[src/rtl/schoolbook_div.sv]
// Restoring shift-subtract divider: 2N-bit dividend / N-bit divisor -> N-bit quotient and remainder.
// Latency N+2 cycles from accept to done (2 cycles for divide-by-zero or quotient overflow).
// start is only sampled in IDLE; requests while busy are dropped, not queued.
module schoolbook_div #(
    parameter int N = 256
) (
    input  logic           clk,
    input  logic           rst_n,
    input  logic           start,
    input  logic [2*N-1:0] a,
    input  logic [N-1:0]   b,
    output logic           busy,
    output logic           done,
    output logic [N-1:0]   q,
    output logic [N-1:0]   r,
    output logic           div_zero,
    output logic           ovf
);

    localparam int CW = $clog2(N);

    typedef enum logic [1:0] {IDLE, CHECK, RUN, DONE} state_t;

    state_t        state;
    state_t        state_nxt;
    logic [N-1:0]  rem;     // partial remainder, seeded with the dividend's upper half
    logic [N-1:0]  lo;      // dividend lower half, consumed MSB first
    logic [N-1:0]  dvs;     // captured divisor
    logic [CW-1:0] cnt;     // RUN step index 0..N-1
    logic [N:0]    t;
    logic [N:0]    diff;
    logic          ge;
    logic [N-1:0]  rem_nxt;
    logic          last;

    // One restoring step: R < b holds on entry, so T < 2b and N+1 bits suffice.
    always_comb begin
        t       = {rem, lo[N-1]};
        diff    = t - {1'b0, dvs};
        ge      = (t >= {1'b0, dvs});
        rem_nxt = ge ? diff[N-1:0] : t[N-1:0];
        last    = (cnt == CW'(N - 1));
    end

    // State register.
    always_ff @(posedge clk) begin
        if (!rst_n) begin
            state <= IDLE;
        end else begin
            state <= state_nxt;
        end
    end

    // Next-state and handshake outputs decoded from the current state.
    always_comb begin
        state_nxt = state;
        busy      = 1'b0;
        done      = 1'b0;
        case (state)
            IDLE: begin
                if (start) begin
                    state_nxt = CHECK;
                end
            end
            CHECK: begin
                busy = 1'b1;
                if (dvs == '0 || rem >= dvs) begin
                    state_nxt = DONE;
                end else begin
                    state_nxt = RUN;
                end
            end
            RUN: begin
                busy = 1'b1;
                if (last) begin
                    state_nxt = DONE;
                end
            end
            DONE: begin
                busy      = 1'b1;
                done      = 1'b1;
                state_nxt = IDLE;
            end
            default: state_nxt = IDLE;
        endcase
    end

    // Datapath: capture on accept, flag errors in CHECK, shift one quotient bit per RUN cycle.
    always_ff @(posedge clk) begin
        if (!rst_n) begin
            rem      <= '0;
            lo       <= '0;
            dvs      <= '0;
            cnt      <= '0;
            q        <= '0;
            r        <= '0;
            div_zero <= 1'b0;
            ovf      <= 1'b0;
        end else begin
            case (state)
                IDLE: begin
                    if (start) begin
                        rem      <= a[2*N-1:N];
                        lo       <= a[N-1:0];
                        dvs      <= b;
                        q        <= '0;
                        r        <= '0;
                        div_zero <= 1'b0;
                        ovf      <= 1'b0;
                    end
                end
                CHECK: begin
                    cnt <= '0;
                    if (dvs == '0) begin
                        div_zero <= 1'b1;
                    end else if (rem >= dvs) begin
                        ovf <= 1'b1;
                    end
                end
                RUN: begin
                    rem <= rem_nxt;
                    lo  <= {lo[N-2:0], 1'b0};
                    q   <= {q[N-2:0], ge};
                    cnt <= cnt + 1'b1;
                    if (last) begin
                        r <= rem_nxt;
                    end
                end
                default: ;
            endcase
        end
    end

endmodule

[config.mk]
export PLATFORM = sky130hd
export DESIGN_NAME = schoolbook_div
export DESIGN_NICKNAME = d
export VERILOG_FILES = /design/src/rtl/schoolbook_div.sv
export SDC_FILE = /design/constraint.sdc
export NUM_CORES = 2
export LEC_CHECK = 0
export ABC_AREA = 0
export CAP_MARGIN = 25
export CORE_AREA = 2 2 503 505
export DETAILED_ROUTE_END_ITERATION = 6
export DIE_AREA = 0 0 505 507
export DONT_BUFFER_PORTS = 1
export SKIP_LAST_GASP = 1
export SLEW_MARGIN = 20
export SYNTH_ARGS = -nofsm -noshare
export SYNTH_HDL_FRONTEND = slang
export SYNTH_SLANG_ARGS = --single-unit
[constraint.sdc]
create_clock -name clk -period 6.85 [get_ports clk]
set_input_delay 1.7125 -clock clk [delete_from_list [all_inputs] [get_ports clk]]
set_output_delay 1.7125 -clock clk [all_outputs]
set_load 0.01 [all_outputs]
==> flow_summary.yaml <==
logic_synthesis:
  ys.flop_type: "dfxtp_1"
  synth_top_family_by_area: "compound AO/OA/AOI/OAI gates"
  syn_area_per_cell_um2: 7.45
  synth_edf_count: 0
  yosysSeqAreaShare_pct: 33.3
  synth_compound_area_share_pct: 25.2
  ys_ff_latch: 1292
  muxShareOfSynthArea_pct: 4.88
  synth_simple_gate_area_share_pct: 20.1
  synthArstFlopShare_pct: 0
  synth_xor_area_share_pct: 2.87
  syn_nets: 11700
  synth.distinct_cells: 91
  syn_area_um2: 77700
  syn_inst: 10400
  yosys.area_share.adder_pct: 8.36
  yosys_warnings: 0
sta:
  setup_tns_ps: 0
  finalMaxSlewViolations: 0
  post-route-period-util_pct: 98.6
  rsz0062_at_grt: "false"
  max_freq_mhz: 148
  setup_violations: 0
  maxSlewHeadroom_pct: 18.3
  finClkSkew_ps: 98.8
  max_slew.worst_pin.slew_ps: 1230
  fin_crit_ps: 6750
  hold_viol: 0
min_path:
  min_to: "dvs[224]"
  hp-start: "dvs[224]"
  hold_path.class: "reg -> reg"
  whs_path_depth: 2
drt:
  drt-total-wl_mm: 393
  routed_via_density: 5.80
  ant_nets: 0
  drt_iter0_drc: 8062
  wire_per_inst_um: 29.0
  drtPass1Iterations: 6
  vias: 78700
  drc: 0
place:
  dp_hpwl_mm: 310
  place_congestion: 1.03
  portBuffers: 0
  place_area_um2: 80800
worst_setup_path:
  r2r_cells: 17
  r2r_start: "dvs[0]"
  regToRegSetupSlack_ps: 100
  crit_type: "reg -> reg"
  end_kind: "flop"
  reg2reg_to: "r[160]"
  critPathMaxFanout: 4
  worstPathRequired_ps: 7540
  crit_path_start_kind: "flop"
  cp.arrival_ps: 7440
die:
  fp-row-count: 184
  die_y_um: 507
  die_x_um: 505
  dieArea_um2: 256000
  core_um2: 250000
  initial_core_util_pct: 31.0
  io_pins: 1287
power:
  p_per_area_nw_per_um2: 641
  vdd.ir_drop.worst_mv: 0.444
  p_leak_nw: 32.6
  power_mw: 55.4
cells_and_area:
  nets: 11300
  design_area_um2: 86500
  seq_area_um2: 25900
  area.growth.synth_to_final_pct: 11.3
  num-fill-cells: 27000
  drive_gt1_share_pct: 4.94
  multi_input_comb_area_um2: 47900
  final_core_util_pct: 34.5
global_route:
  grt_max_degree: 249
  grt_usage_pct: 29.1
  grt_pass1_wl_mm: 549
  grt_overflow: 0
  antenna_found_initial: 100
  grt_pass1_vias: 73600
clock_tree:
  ctsResizeCount: 0
  cts_max_level: 4
  cts_hold_buf: 0
  cts_buffers: 155
  cts_setup_buffers: 0
  cts_buffer_depth: 3
  clock-sinks: 1292
  clkLatencyLatePin_ps: 880
  clk_root_buffer_cell: "clkbuf_16"
  path_clk_slew_ps: 60
  cts_tree: "yes"
job:
  maxCapViolCount: 0
run_status:
  status: "finished clean"
==> synthesized netlist by cell type (52+ instances only) <==
master,instances,share of area [%]
nand2_1,1584,7.6
a21oi_1,1465,9.4
dfxtp_1,1292,33
nor2_1,955,4.6
o21ai_0,853,5.5
clkbuf_1,638,3.1
ha_1,518,8.3
mux2i_1,379,4.9
inv_1,366,1.8
nand3_1,320,2.1
a211oi_1,297,2.9
nand4_1,249,2.0
xnor2_1,168,1.9
a21o_1,162,1.6
nor4_1,124,1.0
o21bai_1,91,0.88
xor2_1,87,0.98
nor3_1,81,0.52
a22o_1,52,0.59
nand2b_1,52,0.42
==> metal layers <==
layer	routed length, um	GRT usage (%)	vias to the layer above
met5	367	0	-
met4	30300	19.4	50
met3	36800	8.13	873
met2	176000	46.4	3864
met1	150000	34.1	37600
li1	-	-	36300
==> cell usage in the layout (no fill, tap or decap), types with 48 or more instances in the layout <==
cell	n
nand2b_1	51
ha_1	517
diode_2	57
xor2_1	87
a21o_1	162
buf_4	129
o21bai_1	91
xnor2_1	168
a211oi_1	297
a21oi_1	1465
a31oi_1	48
nand2_1	1578
dfxtp_1	1292
a22o_1	52
nand4_1	249
nor2b_1	49
mux2i_1	379
nand3_1	320
nor2_1	949
clkbuf_16	155
nor3_1	79
inv_1	365
o21ai_0	851
nor4_1	118
==> layout make-up <==
cell class	instances	area share, %
multi-input combinational	8058	55.4
sequential	1292	29.9
clock buffer	217	5.09
tap	3348	4.84
timing repair buffer	158	1.72
inverter	367	1.61
clock inverter	63	1.25
antenna	57	0.165
==> sequential cells by signal, summed over array words and instances, names as in the netlist <==
register,cells
q,256
state,2
div_zero,1
ovf,1
lo,256
dvs,256
rem,256
cnt,8
r,256
==> stage by stage <==
stage | hold slack, ps | instances | setup slack [ps]
3_5_place_dp | 464 | 13200 | 267
5_1_grt | 490 | 13500 | 88.2
2_1_floorplan | 449 | 10400 | 2920
3_3_place_gp | 462 | 13200 | 140
6_report | 471 | 13600 | 96.3
4_1_cts | 471 | 13500 | 286
==> worst max-delay path, cell delays in order (launching register included) <==
cell and delay (ps):
dfxtp_1 530, ha_1 240, inv_1 50, fa_1 420, a211oi_1 280, o21ai_2 150
a211oi_1 630, o21ai_0 360, a31oi_1 280, o21ai_1 210, a31oi_1 840, nand2_1 490
a21boi_0 830, o21ai_1 480, xnor2_1 380, nand2_1 90, o21ai_0 220, o21ai_0 160
==> worst max path at each step <==
stage                 from       end  slack (ps)  cells past startpoint
finish              dvs[0]    r[160]         100                     17
detailed placement  dvs[0]  rem[224]         270                     17
CTS                 dvs[0]  rem[224]         290                     17
global placement    dvs[0]  rem[224]         140                     17
global route        dvs[0]  rem[224]          90                     17
floorplan           dvs[0]  rem[240]        2920                     17
==> power by group <==
group	total, mW	internal [mW]	switching (mW)	leakage [nW]
Clock	8.87	5.10	3.77	2.64
Sequential	10.7	8.94	1.80	10.6
Combinational	35.8	10.9	24.9	19.4
Total	55.4	25.0	30.4	32.6
==> cell families (layout without fill, tap and decap cells) <==
| family | Yosys count | in the layout |
|---|---|---|
| AOI/OAI and AO/OA | 3340 | 3340 |
| xor gates and xnor gates | 255 | 255 |
| adders and majority gates | 519 | 519 |
| buffers and inverters | 1083 | 805 |
| DFF | 1292 | 1292 |
| muxes | 379 | 379 |
| other | 0 | 57 |
| and+or+nand+nor | 3565 | 3565 |
(Power assumes the default switching activity.)
